$ cat src/rtl/branch_predict_ctrl.sv
// Branch predictor with a direct-mapped target table and 2-bit counters, plus a
// one-cycle redirect/flush controller driven by mispredicts resolved in EX.
module branch_predict_ctrl #(
  parameter int ENTRIES = 16
) (
  input  logic        clk,
  input  logic        rst_n,
  input  logic [31:0] fetch_pc,
  output logic        pred_taken,
  output logic [31:0] pred_target,
  input  logic        ex_valid,
  input  logic        ex_is_branch,
  input  logic        ex_is_jump,
  input  logic [31:0] ex_pc,
  input  logic        ex_taken,
  input  logic [31:0] ex_target,
  input  logic        ex_pred_taken,
  input  logic [31:0] ex_pred_target,
  input  logic        stall,
  output logic        redirect,
  output logic [31:0] redirect_pc,
  output logic        flush,
  output logic [15:0] branch_count,
  output logic [15:0] mispredict_count
);

  localparam int IDXW = $clog2(ENTRIES);
  localparam int TAGW = 30 - IDXW;

  typedef enum logic [0:0] {
    IDLE     = 1'b0,
    REDIRECT = 1'b1
  } state_t;

  logic            valid_r  [ENTRIES];
  logic [TAGW-1:0] tag_r    [ENTRIES];
  logic [31:0]     target_r [ENTRIES];
  logic [1:0]      ctr_r    [ENTRIES];

  state_t          state_r;
  state_t          state_nxt_s;
  logic            redirect_r;
  logic            flush_r;
  logic [31:0]     redirect_pc_r;
  logic [15:0]     branch_count_r;
  logic [15:0]     mispredict_count_r;

  logic [IDXW-1:0] fidx_s;
  logic [TAGW-1:0] ftag_s;
  logic            fhit_s;
  logic [IDXW-1:0] eidx_s;
  logic [TAGW-1:0] etag_s;
  logic            ehit_s;
  logic [1:0]      ctr_upd_s;
  logic            resolve_s;
  logic            mispredict_s;

  assign fidx_s = fetch_pc[IDXW+1:2];
  assign ftag_s = fetch_pc[31:IDXW+2];
  assign eidx_s = ex_pc[IDXW+1:2];
  assign etag_s = ex_pc[31:IDXW+2];

  // Fetch-side lookup reads the registered table, so a same-index update is not bypassed
  always_comb begin
    fhit_s      = valid_r[fidx_s] && (tag_r[fidx_s] == ftag_s);
    pred_taken  = fhit_s && ctr_r[fidx_s][1];
    pred_target = pred_taken ? target_r[fidx_s] : (fetch_pc + 32'd4);
  end

  // Wrong-path EX contents during REDIRECT never resolve
  always_comb begin
    resolve_s    = ex_valid && (ex_is_branch || ex_is_jump) && !stall && (state_r == IDLE);
    mispredict_s = resolve_s &&
                   ((ex_taken != ex_pred_taken) || (ex_taken && (ex_target != ex_pred_target)));
  end

  // Counter update: allocate on miss, saturating step on hit, jumps pinned strongly taken
  always_comb begin
    ehit_s    = valid_r[eidx_s] && (tag_r[eidx_s] == etag_s);
    ctr_upd_s = ctr_r[eidx_s];
    if (ex_is_jump) begin
      ctr_upd_s = 2'b11;
    end else if (!ehit_s) begin
      ctr_upd_s = ex_taken ? 2'b10 : 2'b01;
    end else if (ex_taken) begin
      ctr_upd_s = (ctr_r[eidx_s] == 2'b11) ? 2'b11 : (ctr_r[eidx_s] + 2'd1);
    end else begin
      ctr_upd_s = (ctr_r[eidx_s] == 2'b00) ? 2'b00 : (ctr_r[eidx_s] - 2'd1);
    end
  end

  // Prediction table storage
  always_ff @(posedge clk or negedge rst_n) begin
    if (!rst_n) begin
      for (int i = 0; i < ENTRIES; i++) begin
        valid_r[i]  <= 1'b0;
        tag_r[i]    <= '0;
        target_r[i] <= 32'd0;
        ctr_r[i]    <= 2'b01;
      end
    end else if (resolve_s) begin
      valid_r[eidx_s] <= 1'b1;
      tag_r[eidx_s]   <= etag_s;
      ctr_r[eidx_s]   <= ctr_upd_s;
      if (!ehit_s || ex_taken) begin
        target_r[eidx_s] <= ex_target;
      end
    end
  end

  // FSM state register
  always_ff @(posedge clk or negedge rst_n) begin
    if (!rst_n) begin
      state_r <= IDLE;
    end else begin
      state_r <= state_nxt_s;
    end
  end

  // FSM next state: REDIRECT lasts exactly one cycle regardless of stall
  always_comb begin
    state_nxt_s = state_r;
    case (state_r)
      IDLE:     state_nxt_s = mispredict_s ? REDIRECT : IDLE;
      REDIRECT: state_nxt_s = IDLE;
      default:  state_nxt_s = IDLE;
    endcase
  end

  // Registered redirect/flush strobes and the corrected PC
  always_ff @(posedge clk or negedge rst_n) begin
    if (!rst_n) begin
      redirect_r    <= 1'b0;
      flush_r       <= 1'b0;
      redirect_pc_r <= 32'd0;
    end else begin
      redirect_r <= (state_nxt_s == REDIRECT);
      flush_r    <= (state_nxt_s == REDIRECT);
      if (mispredict_s) begin
        redirect_pc_r <= ex_taken ? ex_target : (ex_pc + 32'd4);
      end
    end
  end

  // Saturating statistics counters
  always_ff @(posedge clk or negedge rst_n) begin
    if (!rst_n) begin
      branch_count_r     <= 16'd0;
      mispredict_count_r <= 16'd0;
    end else begin
      if (resolve_s && (branch_count_r != 16'hFFFF)) begin
        branch_count_r <= branch_count_r + 16'd1;
      end
      if (mispredict_s && (mispredict_count_r != 16'hFFFF)) begin
        mispredict_count_r <= mispredict_count_r + 16'd1;
      end
    end
  end

  assign redirect         = redirect_r;
  assign flush            = flush_r;
  assign redirect_pc      = redirect_pc_r;
  assign branch_count     = branch_count_r;
  assign mispredict_count = mispredict_count_r;

endmodule
$ cat config.mk
export PLATFORM = sky130hd
export DESIGN_NAME = branch_predict_ctrl
export DESIGN_NICKNAME = d
export VERILOG_FILES = /design/src/rtl/branch_predict_ctrl.sv
export SDC_FILE = /design/constraint.sdc
export NUM_CORES = 2
export LEC_CHECK = 0
export BUFFER_PORTS_ARGS = -buffer_cell sky130_fd_sc_hd__buf_2
export CAP_MARGIN = 20
export CORE_MARGIN = 2
export CORE_UTILIZATION = 55
export CTS_CLUSTER_SIZE = 25
export DETAILED_ROUTE_END_ITERATION = 6
export PLACE_DENSITY = 0.72
export SETUP_SLACK_MARGIN = 0.3
export SKIP_CTS_REPAIR_TIMING = 1
export SLEW_MARGIN = 10
export SYNTH_ARGS = -nofsm -noshare
export SYNTH_HDL_FRONTEND = slang
export SYNTH_SLANG_ARGS = --single-unit
$ cat constraint.sdc
create_clock -name clk -period 11.99 [get_ports clk]
set_clock_uncertainty 0.05 [all_clocks]
set_input_delay 1.7985 -clock clk [delete_from_list [all_inputs] [get_ports clk]]
set_output_delay 1.7985 -clock clk [all_outputs]
set_load 0.01 [all_outputs]
Word-level counts from Yosys, hierarchy flattened

Index checks and enable logic that the tools add are counted.

Multiplexer cells: 42
Equality and inequality tests: 7
Reduce and logical (&&, ||, !) cells: 18
Add/sub/neg operators: 6
Bitwise operators: 4
Magnitude comparators: 3

Operator list:

| kind                    | number |
|---|---|
| $bwmux W512             | 1 |
| $bwmux W416             | 1 |
| $bmux W26 S4            | 2 |
| $mux W32                | 5 |
| $mux W26                | 5 |
| $bmux W32 S4            | 1 |
| $demux W32 S4           | 1 |
| $demux W26 S4           | 1 |
| $add A32 B3 Y32 const B | 2 |
| $eq A26 B26 Y1          | 2 |
| $add A16 B1 Y16 const B | 2 |
| $bwmux W32              | 1 |
| $ne A16 B16 Y1 const B  | 2 |
| $ne A32 B32 Y1          | 1 |
| $mux W2                 | 11 |
| $bmux W2 S4             | 2 |
| $or A16 B16 Y16         | 1 |
| $logic_and A1 B1 Y1     | 11 |
| $ge A5 B5 Y1 const B    | 2 |
| $not A4 Y5              | 2 |
| $bmux W1 S4             | 2 |
| $demux W2 S4            | 1 |
| $mux W1                 | 6 |
| $lt A5 B1 Y1 const B    | 1 |
| 11 further kinds        | 14 |

Logic and storage cells: 148
Flip-flop bits (word level): 1041

Longest topological paths before layout

Depth in word-level cells: 10
Depth in mapped cells: 16
Mapped depth without buffers: 10

Worst setup path before layout

No wires, ideal clock.

Path type: in2out
Start point: input fetch_pc[2]
End point: output pred_target[22]
Path slack: 5.037 ns
Stages: 10
Data required time: 10.142 ns
Path buffers: 3
Arrival: 5.104 ns
Cell sequence: clkbuf_1 buf_1 mux4_2 mux4_2 xnor2_1 nand4_1 nor4b_1 nand4_1 buf_1 mux2_1

Word-level cells in the longest chain between the ends: 8
Elaborated cells between the ends (all ways): 18

RTL lines:

| item                                        | RTL line   | text |
|---|---|---|
| from (decl)                                 | 8          | `input logic [31:0] fetch_pc,` |
| $not A4 Y5 (not written as such)            | 65, 66, 67 |  |
| $bmux W26 S4                                | 65         | `fhit_s = valid_r[fidx_s] && (tag_r[fidx_s] == ftag_s);` |
| $mux W26 (not written as such) (2 in a row) | 65         |  |
| $eq A26 B26 Y1                              | 65         |  |
| $logic_and A1 B1 Y1                         | 65         |  |
| $logic_and A1 B1 Y1                         | 66         | `pred_taken = fhit_s && ctr_r[fidx_s][1];` |
| $mux W32 (*)                                | 67         | `pred_target = pred_taken ? target_r[fidx_s] : (fetch_pc + 32'd4);` |
| to (decl)                                   | 10         | `output logic [31:0] pred_target,` |

Every way passes the cells marked *; elsewhere a longest branch is shown, timed or not. The select of a mux whose other input is x is not followed.

Worst setup path after layout

Start point: input fetch_pc[2]
End point: output pred_taken

Word-level cells in the longest chain between the ends: 7
Elaborated cells between the ends (all ways): 13

RTL lines:

| item                                        | RTL line | text |
|---|---|---|
| $not A4 Y5 (not written as such) (*)        | 65, 66   |  |
| $bmux W26 S4                                | 65       |  |
| $mux W26 (not written as such) (2 in a row) | 65       |  |
| $eq A26 B26 Y1                              | 65       |  |
| $logic_and A1 B1 Y1                         | 65       |  |
| $logic_and A1 B1 Y1 (*)                     | 66       |  |
| to (decl)                                   | 9        | `output logic pred_taken,` |

Marked as above.

==> results.sh <==
export IMPL_outcome="finished, final reports clean"
export IMPL_grt_pass1_wl_mm=250
export IMPL_hold_violations=0
export IMPL_synth_top_cells_by_area="dfrtp_1 48%, mux4_2 17%, mux2_1 12%, nand2_1 8.5%, clkbuf_1 1.8%"
export IMPL_cpMaxStageDelayCell="nor4_1"
export IMPL_cp_arrival_ps=6570
export IMPL_synth_top_cell_area_share=0.483
export IMPL_sequentialPowerShare=0.446
export IMPL_relSlewSlack=0.189
export IMPL_cts_buffers=110
export IMPL_start_kind="input pin"
export IMPL_grt_pass1_vias=37600
export IMPL_p_comb_frac=0.166
export IMPL_reg2reg_depth=10
export IMPL_utilization=0.621
export IMPL_die_area_mm2=0.0990
export IMPL_clkPwrFrac=0.389
export IMPL_final_layout_size_suffix_gt1_frac=0.220
export IMPL_clk_path_buf_depth=3
export IMPL_r2r_end="target_r[249]"
export IMPL_portBuffers=234
export IMPL_slew_viol_final=0
export IMPL_crit_top_cell="mux4_2"
export IMPL_gr_total_overflow=0
export IMPL_worstMarginPinSlew_ps=1210
export IMPL_worstSetupEndpointType="primary output"
export IMPL_routedWlPerCell_um=29.0
export IMPL_cts_sinks=1041
export IMPL_crit_path_max_incr_delay_ps=810
export IMPL_drt_first_pass_iters=6
export IMPL_netSwitchingFraction=0.272
export IMPL_clk_pin_slew_worst_paths_ps=60
export IMPL_synth_edff_count=0
export IMPL_critPathRequiredTime_ps=10140
export IMPL_antenna_left=0
export IMPL_p_leak_nw=28.0
export IMPL_ys_flop_type="dfrtp_1"
export IMPL_min_path_cells=2
export IMPL_hpwlAfterDp_mm=101
export IMPL_setup_viol=0
export IMPL_min_period_over_period=0.702
export IMPL_grt_setup_unrepaired="no"
export IMPL_io_pins=235
export IMPL_synth_area_leader_cell="dfrtp_1"
export IMPL_crit_start="fetch_pc[2]"
export IMPL_ys_top_cells_by_count="1,208 x nand2_1, 1,025 x dfrtp_1, 542 x mux2_1"
export IMPL_p_total_mw=10.2
export IMPL_intPower_mw=7.41
export IMPL_cp_buffers_inverters=3
export IMPL_clk_latency_ps=730
export IMPL_path_max_fanout=99
export IMPL_rows=113
export IMPL_synth_warnings=0
export IMPL_setup_worst_path_end="pred_taken"
export IMPL_ys_types=62
export IMPL_syn_nets=4549
export IMPL_drt_iter0_drc=4744
export IMPL_path_delay_family="simple AND/OR/NAND/NOR gates"
export IMPL_p_per_area_mw_per_mm2=172
export IMPL_maxCapViolations=0
export IMPL_period_minus_slack_ps=8420
export IMPL_synth_most_common_cell="nand2_1"
export IMPL_ys_ff_latch=1041
export IMPL_min_delay_path_class="reg2reg"
export IMPL_grt_max_degree=172
export IMPL_drc=0
export IMPL_via_per_inst=6.50
export IMPL_fin_hold_ws_ps=423
export IMPL_ys_seq_area_frac=0.491
export IMPL_avgSynthCellArea_um2=12.0
export IMPL_max_freq_mhz=119
export IMPL_crit_type="in2out"
export IMPL_tritoncts="built"
export IMPL_cp_cell_sequence="buf_8 > buf_12 > mux4_2 > mux4_2 > xnor2_1 > nand2_1 > nor3_1 > nand4b_1 > or4_1 > nor4_1 > buf_2"
export IMPL_cts_root_buf="clkbuf_16"
export IMPL_r2r_start="tag_r[313]"
export IMPL_syn_to_final_growth_pct=11.6
export IMPL_initial_core_util=0.557
export IMPL_netlist_area_mm2=0.0531
export IMPL_r2r_slack_ps=6950
export IMPL_p_switching_mw=2.76
export IMPL_antenna_found_initial=13
export IMPL_ys_async_sr_fraction=1.00
export IMPL_dr_total_vias=37800
export IMPL_core_mm2=0.0953
export IMPL_syn_inst=4406
export IMPL_die_y_um=315
export IMPL_wirelength_mm=168
export IMPL_num_nets_final=4591
export IMPL_die_w_um=315
export IMPL_tns_ps=0
export IMPL_place_area_mm2=0.0549
export IMPL_final_area_mm2=0.0592
export IMPL_htreeDepth=3
export IMPL_ir_drop_uv=154
export IMPL_gp_congestion=0.910
export IMPL_worst_path_stages=11
export IMPL_grtUsageTotal=0.345
layout by cell type, fill, tap and decap left out, types with 37 or more instances in the layout:
cell type	synthesis	final
nand3_1	53	37
clkbuf_16	0	111
o21ai_0	132	132
nand2_1	1208	1202
dfrtp_1	1025	1025
mux2i_1	49	49
a21oi_1	73	73
xor2_1	68	68
mux2_1	542	542
mux4_2	398	398
xnor2_1	99	99
nor2_1	112	100
buf_4	21	68
buf_2	23	227
cell type report:
class                      instances  area (um^2)
fill                            7235        36100
timing repair buffer             311         1920
inverter                          24         90.1
sequential                      1041        26100
clock buffer                     145         3170
antenna                            6         15.0
tap                             1265         1580
multi-input combinational       2960        25300
clock inverter                    65         1110
power groups by stage:
| stage | Combinational, mW | Sequential (mW) | Clock (mW) |
|---|---|---|---|
| global placement | 1.61 | 4.54 | 0 |
| global route | 1.82 | 4.59 | 4.13 |
| finish | 1.68 | 4.53 | 3.95 |
| detailed placement | 1.66 | 4.57 | 0 |
| CTS | 1.68 | 4.51 | 3.98 |
| floorplan | 1.17 | 4.45 | 0 |
metrics by stage:
step	std cells	setup slack, ps
2_1_floorplan	4406	5040
3_3_place_gp	5597	3550
3_5_place_dp	5599	3550
4_1_cts	5809	3560
5_1_grt	5814	3150
6_report	5817	3570
cells by family after synthesis:
family | Yosys count | synth area share
AOI/OAI and AO/OA | 272 | 0.0293
DFF | 1041 | 0.491
muxes | 1007 | 0.297
and+or+nand+nor | 1507 | 0.117
xor gates and xnor gates | 167 | 0.0276
buffers and inverters | 405 | 0.0361
adders and majority gates | 7 | 0.00165
worst min-delay path by stage:
stage,from,end,slack [ps]
2_1_floorplan,valid_r[14],valid_r[14],400
3_3_place_gp,redirect_pc[21],redirect_pc[21],410
3_5_place_dp,redirect_pc[1],redirect_pc[1],420
4_1_cts,redirect_pc[1],redirect_pc[1],430
5_1_grt,redirect_pc[4],redirect_pc[4],450
6_report,redirect_pc[1],redirect_pc[1],420
layer usage:
| layer | track usage | vias to the layer above | wire, um |
|---|---|---|---|
| li1 | - | 15500 | - |
| met5 | 0 | - | 89 |
| met1 | 0.465 | 19400 | 63500 |
| met2 | 0.513 | 2305 | 75500 |
| met3 | 0.106 | 535 | 19800 |
| met4 | 0.167 | 14 | 9640 |
registers in the layout, indices dropped and copies added, names as in the netlist:
signal,count
ctr_r,32
target_r,512
redirect_pc,32
branch_count,16
mispredict_count,16
valid_r,16
tag_r,416
flush,1
worst reg2reg max path: cells and delay by family, from the launching register on:
kind | cells | cell delay (ps)
mux | 3 | 1380
flops | 1 | 400
simple gates | 4 | 1970
buf+inv | 2 | 880
xor+xnor | 1 | 210
Power figures use the tool's default switching activity.
